<file path="src/rtl/timer.sv">
// ---------------------------------------------------------------------------
// timer
//
// Programmable terminal-count timer. A WIDTH-bit down-counter decrements by
// one on every clock where count_en is high. When an enabled clock finds the
// counter at zero, the counter reloads from load_value and a single-cycle
// pulse is registered on out. The output period is therefore load_value+1
// enabled cycles. out is a plain pulse; any blink or duty-cycle shaping is
// done downstream.
//
// Ports
//   clk         in   1      single clock, all state changes on rising edge
//   reset       in   1      synchronous, active-low; reloads the counter from
//                           load_value and clears out, regardless of count_en
//   load_value  in   WIDTH  reload value, sampled only at reset and at reload
//   count_en    in   1      level-sensitive count enable, one step per clock
//   out         out  1      registered terminal-count pulse, one cycle wide
//
// Handshake
//   There is no valid/ready pair. count_en is a plain level qualifier: every
//   rising clk with count_en=1 is one count step, with no edge detection.
//   out is valid on every cycle after the first reset edge and is high for
//   exactly the cycle following the enabled edge that found cnt==0.
//
// Timing
//   out is driven straight from a flop; there is no combinational path from
//   any input to out.
//
// State
//   cnt and out are the only state. Neither has a power-on value; both are
//   undefined until the first rising clk with reset=0.
// ---------------------------------------------------------------------------
module timer #(
    parameter int WIDTH = 9
) (
    input  logic             clk,
    input  logic             reset,
    input  logic [WIDTH-1:0] load_value,
    input  logic             count_en,
    output logic             out
);

    // Down-counter holding the number of enabled cycles still to go before
    // the next terminal count.
    logic [WIDTH-1:0] cnt;

    // Terminal count: the counter has run down and the next enabled edge
    // reloads instead of decrementing, so the counter never wraps below 0.
    logic cnt_zero;
    assign cnt_zero = (cnt == '0);

    // Next-state decode kept separate from the flops so the step/reload
    // decision is visible as named signals.
    logic             do_step;
    logic             do_reload;
    logic [WIDTH-1:0] cnt_next;
    logic             out_next;

    always_comb begin
        do_step   = count_en;
        do_reload = count_en && cnt_zero;
        cnt_next  = cnt;
        out_next  = 1'b0;
        if (do_reload) begin
            // load_value is only sampled here (and at reset), so a change
            // mid-count takes effect at the start of the next period.
            cnt_next = load_value;
            out_next = 1'b1;
        end else if (do_step) begin
            cnt_next = cnt - 1'b1;
        end
    end

    // Reset has priority over counting: a period in progress is abandoned
    // without a pulse and counting restarts from a fresh load_value.
    always_ff @(posedge clk) begin
        if (!reset) begin
            cnt <= load_value;
            out <= 1'b0;
        end else begin
            cnt <= cnt_next;
            out <= out_next;
        end
    end

endmodule

</file>
<file path="config.mk">
export PLATFORM = sky130hd
export DESIGN_NAME = timer
export DESIGN_NICKNAME = d
export VERILOG_FILES = /design/src/rtl/timer.sv
export SDC_FILE = /design/constraint.sdc
export NUM_CORES = 1
export LEC_CHECK = 0
export CAP_MARGIN = 20
export CORE_AREA = 5 5 42 44
export CTS_BUF_LIST = sky130_fd_sc_hd__clkbuf_8
export DETAILED_ROUTE_END_ITERATION = 6
export DIE_AREA = 0 0 47 49
export HOLD_SLACK_MARGIN = 0.03
export PLACE_DENSITY = 0.73
export RECOVER_POWER = 100
export SLEW_MARGIN = 20
export SYNTH_ARGS = -nofsm -noshare
export SYNTH_HDL_FRONTEND = slang
export SYNTH_SLANG_ARGS = --single-unit
export TNS_END_PERCENT = 20
</file>
<file path="constraint.sdc">
create_clock -name clk -period 1.8 [get_ports clk]
set_input_delay 0.18 -clock clk [delete_from_list [all_inputs] [get_ports clk]]
set_output_delay 0.18 -clock clk [all_outputs]
set_load 0.005 [all_outputs]
</file>
==> key figures, run 1 <==
Synthesis
  • Leading area contributor after synthesis: edfxtp_1
  • Syn Inst Count: 55
  • Cell Area, Synth: 577 um^2
  • Sequential share of the synthesized area: 0.503
  • Synth area leaders: edfxtp_1 (47%), xnor2_1 (7.6%), o21ai_0 (6.9%)
  • Yosys top cell area share: 0.469
  • Net count after synthesis: 68
  • Warnings, synthesis: 0
  • Seq cells post-synth: 10
  • Syn_area_per_cell: 10.5 um^2
  • Post-synth cell types: 19

STA
  • Period utilisation layout: 0.989
  • Max-Slew Margin vs Limit: 0.648
  • Max Clk Rate: 0.562 GHz
  • Clk_skew: 2.27 ps
  • Hold WS: 608 ps
  • Min Tclk post-route: 1780 ps
  • Unrepaired setup endpoints after global routing: true
  • Final Hold Vio Count: 0
  • Worst-Margin Slew: 528 ps
  • Setup Viol. Count Final: 0
  • Max-slew violations: 0

Routing
  • Routed Antenna Nets: 0
  • Wire length per cell after detailed routing: 11.6 um
  • Post-Route WL: 1070 um
  • Drt first pass iters: 3
  • WL met3: 74 um
  • Remaining DRCs: 0
  • Routed vias: 445
  • Wire length on met2: 553 um
  • DR vias/cell: 4.84
  • DR top layer: met3
  • M1 wire length: 440 um
  • DR iter-0 viols: 5

Floorplan
  • Placement Rows: 14
  • Ports: 13
  • DIE WIDTH: 47 um
  • Initial Utilization: 0.412
  • Height of the die: 49 um
  • Die area: 2300 um^2
  • Area of the core: 1400 um^2

Finish
  • Fill cells: 126
  • Ant. Diodes: 0
  • NumNets Final: 90
  • Layout area overhead: 37.7%
  • Share of cells above drive strength 1: 0.158
  • Most frequent cells in the layout: nand2_1 (10), clkdlybuf4s50_1 (10), edfxtp_1 (9)

Critical path
  • RR Startpoint: cnt[6]
  • Worst setup EP type: flop
  • Worst EP arrival: 1760 ps
  • Worst-case reg-to-reg path depth: 4
  • R2r endpoint: cnt[2]
  • CP startpoint kind: flop
  • Crit Path Category: flop to flop
  • FF-to-FF setup slack: 20 ps
  • Critical path required time: 1780 ps
  • Critical path fanouts, max: 10

Global route
  • First-pass GRT wire length: 1590 um
  • Initial antenna violation count: 0
  • Global-route usage over all layers: 0.0992
  • Grt ovf: 0
  • Largest net degree at the start of global routing: 11
  • Vias in the first global route: 432

Clock network
  • Hold Buf Count CTS: 0
  • Root Driver: clkbuf_8
  • Clock transition at path regs: 50 ps
  • CTS tree: built
  • Worst-Skew Late Latency: 230 ps
  • H-tree depth: 1
  • Post-CTS setup repair buffer count: 0
  • Cts bufs inserted: 3
  • CTS max path bufs: 2
  • # clock sinks: 10
  • CTS resizes: 0

Placement
  • Final GP Congestion: 0.709
  • IO buf count: 12
  • HPWL Detailed: 868 um

Power and ir drop
  • Pleak: 0.303 nW
  • VDD IR max: 572 uV
  • Power Total: 0.000683 W
  • PD cells: 859 nW/um^2

Worst hold path
  • Min-Delay Path Class: input pin to flop
  • Hold path startpoint: load_value[7]
  • Hold EP: cnt[7]
  • Worst Hold Path Cells: 3

Outcome
  • Outcome: finished, final reports clean

Run
  • Max-cap violations: 0
## cell usage after synthesis (all sizes together)
cell / n
or4: 1
buf: 1
nand2: 10
xnor2: 5
o41ai: 1
a311oi: 1
a21oi: 1
xor2: 1
nand2b: 4
dfxtp: 1
o21ai: 8
nor4: 1
nor2: 4
o31ai: 1
ha: 1
nor3: 2
edfxtp: 9
and2b: 1
inv: 2
## routing by layer
metal,up-vias,track usage
met1,195,0.106
li1,239,-
met4,0,0.0369
met5,-,0
met3,0,0.0664
met2,11,0.152
## final cells by class
cell class              instances  area (um^2)  share of cell area
multi-input cells              42          270               0.340
repair buffers                 18          161               0.203
clock buffers                   3         41.3              0.0520
flip-flops and latches         10          290               0.365
well taps                      16         20.0              0.0252
inverters                       2         7.51             0.00945
clock inverters                 1         3.75             0.00472
## sequential cells by signal (all words and copies together), names as in the netlist
| signal | cells |
|---|---|
| cnt | 9 |
| out | 1 |
## stage by stage
step,setup WS (ps),cell area [um^2],setup TNS [ps],cells,util
5_1_grt,-26.8,795,-112,92,0.567
3_3_place_gp,47.0,751,0,88,0.536
2_1_floorplan,27.7,577,0,55,-
4_1_cts,1.17,796,0,92,0.568
6_report,19.7,795,0,92,0.567
3_5_place_dp,-1.78,751,-1.78,88,0.536
## report_power, final
part | total (W) | switching, W | internal [W] | leakage [nW]
Sequential | 0.000309 | 0.0000197 | 0.000289 | 0.101
Clock | 0.000234 | 0.0000845 | 0.000149 | 0.0231
Combinational | 0.000140 | 0.0000626 | 0.0000778 | 0.178
Total | 0.000683 | 0.000167 | 0.000516 | 0.303
## kinds of logic (layout without fill, tap and decap cells)
kind of cell / after synthesis / in the layout / share of synthesized area
simple gates: 23 / 23 / 0.197
flops: 10 / 10 / 0.503
fa+ha+maj: 1 / 1 / 0.0217
compound gates: 12 / 12 / 0.154
xor+xnor: 6 / 6 / 0.0911
buf+inv: 3 / 24 / 0.0325
## critical path: stages, from the launching register on
cell and delay, ps:
edfxtp_1 390, or4_4 590, o41ai_4 240, buf_4 210, o21ai_0 90
## how the worst max path moves through the flow
| stage | startpoint | to | slack, ps |
|---|---|---|---|
| after global routing | cnt[6] | cnt[2] | -30 |
| after CTS | cnt[6] | cnt[4] | 1 |
| final | cnt[6] | cnt[2] | 20 |
| after global placement | cnt[6] | cnt[2] | 50 |
| after detailed placement | cnt[6] | cnt[4] | -2 |
| after floorplan | cnt[5] | cnt[0] | 30 |
Note: power is estimated with default switching activity, not from simulation.
==> inputs of run 2 (changes only) <==
--- a/config.mk
+++ b/config.mk
@@ -5,7 +5,7 @@
 export SDC_FILE = /design/constraint.sdc
 export NUM_CORES = 1
 export LEC_CHECK = 0
-export CAP_MARGIN = 20
+export CAP_MARGIN = 0
 export CORE_AREA = 5 5 42 44
 export CTS_BUF_LIST = sky130_fd_sc_hd__clkbuf_8
 export DETAILED_ROUTE_END_ITERATION = 6
==> results of run 2 <==
No change in the layout: final DEF, timing and power equal those of run 1.
==> inputs of run 3 (changes only) <==
--- a/config.mk
+++ b/config.mk
@@ -11,7 +11,7 @@
 export DETAILED_ROUTE_END_ITERATION = 6
 export DIE_AREA = 0 0 47 49
 export HOLD_SLACK_MARGIN = 0.03
-export PLACE_DENSITY = 0.73
+export PLACE_DENSITY_LB_ADDON = 0.08
 export RECOVER_POWER = 100
 export SLEW_MARGIN = 20
 export SYNTH_ARGS = -nofsm -noshare
==> run 3 against run 2 <==
Effect of this change:
- clock skew is 4.5 ps higher
- global-route usage increased by 0.53 points
- critical endpoint is now cnt[5]
- register-to-register slack is essentially flat
- clock power is essentially flat
- worst hold slack worse by 3.8 ps
- critical path depth unchanged
- total power grew 0.28%
- non-clock buffer count unchanged
- core utilization rose by 0.62 points
- largest cell class unchanged
==> key figures, run 3 (same netlist as run 1, synthesis figures left out) <==
Placement
  • Cell count after placement: 88 (unchanged)
  • Placed instance area: 751 um^2 (unchanged)
  • Final GP Congestion: 0.719 (+1.5%)
  • IO buf count: 12 (unchanged)
  • HPWL Detailed: 883 um (+1.7%)
  • Place WS: 6.99 ps (+8.77 ps)

Power and ir drop
  • Portion of total power attributed to sequential cells: 0.451 (about the same)
  • Internal power: 0.000518 W (+0.30%)
  • Pleak: 0.311 nW (+2.8%)
  • PD cells: 852 nW/um^2 (-0.82%)
  • VDD IR max: 555 uV (-2.9%)
  • Clock power share: 0.341 (about the same)
  • Switch Pwr: 0.000167 W (+0.21%)
  • Switching Fraction: 0.244 (about the same)
  • Gate power share: 0.208 (+0.002)

Clock network
  • Cts bufs inserted: 3 (unchanged)
  • Clock transition at path regs: 50 ps (about the same)
  • CTS max path bufs: 2 (unchanged)
  • Root Driver: clkbuf_8
  • Hold Buf Count CTS: 0 (unchanged)
  • CTS tree: built
  • # clock sinks: 10 (unchanged)
  • H-tree depth: 1 (unchanged)
  • Post-CTS setup repair buffer count: 0 (unchanged)
  • Worst-Skew Late Latency: 230 ps (about the same)

Finish
  • Layout area overhead: 39.3%
  • Ant. Diodes: 0 (unchanged)
  • Area used by multi-input combinational logic: 275 um^2 (+1.9%)
  • Fill cells: 136 (+7.9%)
  • Share of cells above drive strength 1: 0.184 (+0.0263)
  • Post-Layout Cell Count: 92 (unchanged)
  • Most frequent cells in the layout: nand2_1 (10), clkdlybuf4s50_1 (10), edfxtp_1 (9)
  • Max reg flops: 9 (unchanged)
  • Final instance area: 803 um^2 (+1.1%)
  • Register Area: 290 um^2 (unchanged)
  • Register with the most flip-flops: cnt
  • Largest registers: cnt x9, out x1
  • NumNets Final: 90 (unchanged)

Routing
  • Post-Route WL: 1080 um (+1.4%)
  • DR vias/cell: 4.87 (+0.67%)
  • Remaining DRCs: 0 (unchanged)
  • Drt first pass iters: 4 (+1)
  • Wire length per cell after detailed routing: 11.8 um (+1.4%)
  • DR iter-0 viols: 5 (unchanged)
  • Routed Antenna Nets: 0 (unchanged)
  • Routed vias: 448 (+0.67%)

Worst hold path
  • Hold EP: cnt[6]
  • Min-Delay Path Class: input pin to flop
  • Worst Hold Path Cells: 3 (unchanged)
  • Hold path startpoint: load_value[6]

STA
  • Worst-Margin Slew: 451 ps (-76.9 ps)
  • Max-Slew Margin vs Limit: 0.697 (+0.0489)
  • Period utilisation layout: 0.993 (+0.00396)
  • Final Hold Vio Count: 0 (unchanged)
  • Min Tclk post-route: 1790 ps (+7.13 ps)
  • Max-slew violations: 0 (unchanged)
  • Clk_skew: 6.80 ps (+4.52 ps)
  • PnR worst setup slack: 12.6 ps (-7.13 ps)
  • Max Clk Rate: 0.559 GHz (-0.40%)
  • Setup Viol. Count Final: 0 (unchanged)
  • Unrepaired setup endpoints after global routing: true

Global route
  • Vias in the first global route: 411 (-4.9%)
  • First-pass GRT wire length: 1710 um (+7.4%)
  • Grt ovf: 0 (unchanged)
  • Initial antenna violation count: 0 (unchanged)
  • Largest net degree at the start of global routing: 11 (unchanged)
  • Global-route usage over all layers: 0.104 (+0.00526)

Critical path
  • Crit Path Category: flop to flop
  • CP startpoint kind: flop
  • Source of the critical timing path: cnt[6]
  • RR Startpoint: cnt[6]
  • Worst-case reg-to-reg path depth: 4 (unchanged)
  • Worst EP arrival: 1760 ps (about the same)
  • Critical path fanouts, max: 6 (-4)
  • Buf/Inv on CP: 1 (unchanged)
  • Cell Chain, Critical Path: or4_4 > o41ai_4 > buf_4 > o21ai_0
  • FF-to-FF setup slack: 10 ps (about the same)
  • R2r endpoint: cnt[5]
  • Critical path required time: 1770 ps (about the same)
  • Worst setup EP type: flop
  • Slowest cell on crit path: or4_4
  • CP delay by family, top: simple AND/OR/NAND/NOR gates
  • Worst path max stage delay: 570 ps (-20 ps)

Floorplan
  • Die area: 2300 um^2 (unchanged)
  • Initial Utilization: 0.412 (unchanged)
  • Area of the core: 1400 um^2 (unchanged)
  • DIE WIDTH: 47 um (unchanged)
  • Ports: 13 (unchanged)
  • Height of the die: 49 um (unchanged)
  • Placement Rows: 14 (unchanged)

Run
  • Max-cap violations: 0 (unchanged)

Outcome
  • Outcome: finished, final reports clean
## run 3: layout make-up
cell class	instances	share of cell area
sequential	10	0.361
multi-input combinational	42	0.343
timing repair buffer	18	0.206
clock buffer	3	0.0514
tap	16	0.0249
inverter	2	0.00935
clock inverter	1	0.00467
## run 3: tightest hold or removal path, cell delays in order
cell and delay, ps:
clkdlybuf4s50_1 390, nand2_1 50, o21ai_1 50
## run 3: how the worst max path moves through the flow
stage / to / slack (ps) / depth (start not counted)
after floorplan: cnt[0] / 30 / 4
after global placement: cnt[5] / 30 / 4
after detailed placement: cnt[5] / 7 / 4
after CTS: cnt[5] / 20 / 4
after global routing: cnt[2] / -30 / 4
final: cnt[5] / 10 / 4
## run 3: stage by stage
stage | hold slack, ps | utilization | setup TNS (ps) | power [W]
2_1_floorplan | 294 | - | 0 | 0.000388
3_3_place_gp | 615 | 0.536 | 0 | 0.000450
4_1_cts | 603 | 0.568 | 0 | 0.000688
3_5_place_dp | 621 | 0.536 | 0 | 0.000453
5_1_grt | 613 | 0.573 | -163 | 0.000718
6_report | 604 | 0.573 | 0 | 0.000685
## run 3: repair_timing
action / CTS / global route
pin swaps: 1 / 0
hold endpoints to repair: 0 / 0
resized for setup: 0 / 3
endpoints found under the setup margin: 1 / 9
## run 3: power groups by stage
stage / sequential [W] / clock [W] / combinational [W]
5_1_grt: 0.000314 / 0.000245 / 0.000159
4_1_cts: 0.000308 / 0.000238 / 0.000141
3_3_place_gp: 0.000312 / 0 / 0.000138
3_5_place_dp: 0.000312 / 0 / 0.000140
6_report: 0.000309 / 0.000233 / 0.000142
2_1_floorplan: 0.000313 / 0 / 0.0000751
## run 3: layer usage
metal  GRT usage  vias to the layer above  share of wire
met3      0.0332                        0          0.053
met5           0                        -              0
met2       0.154                       10           0.49
li1            -                      237              -
met1       0.138                      201           0.46
met4      0.0415                        0              0
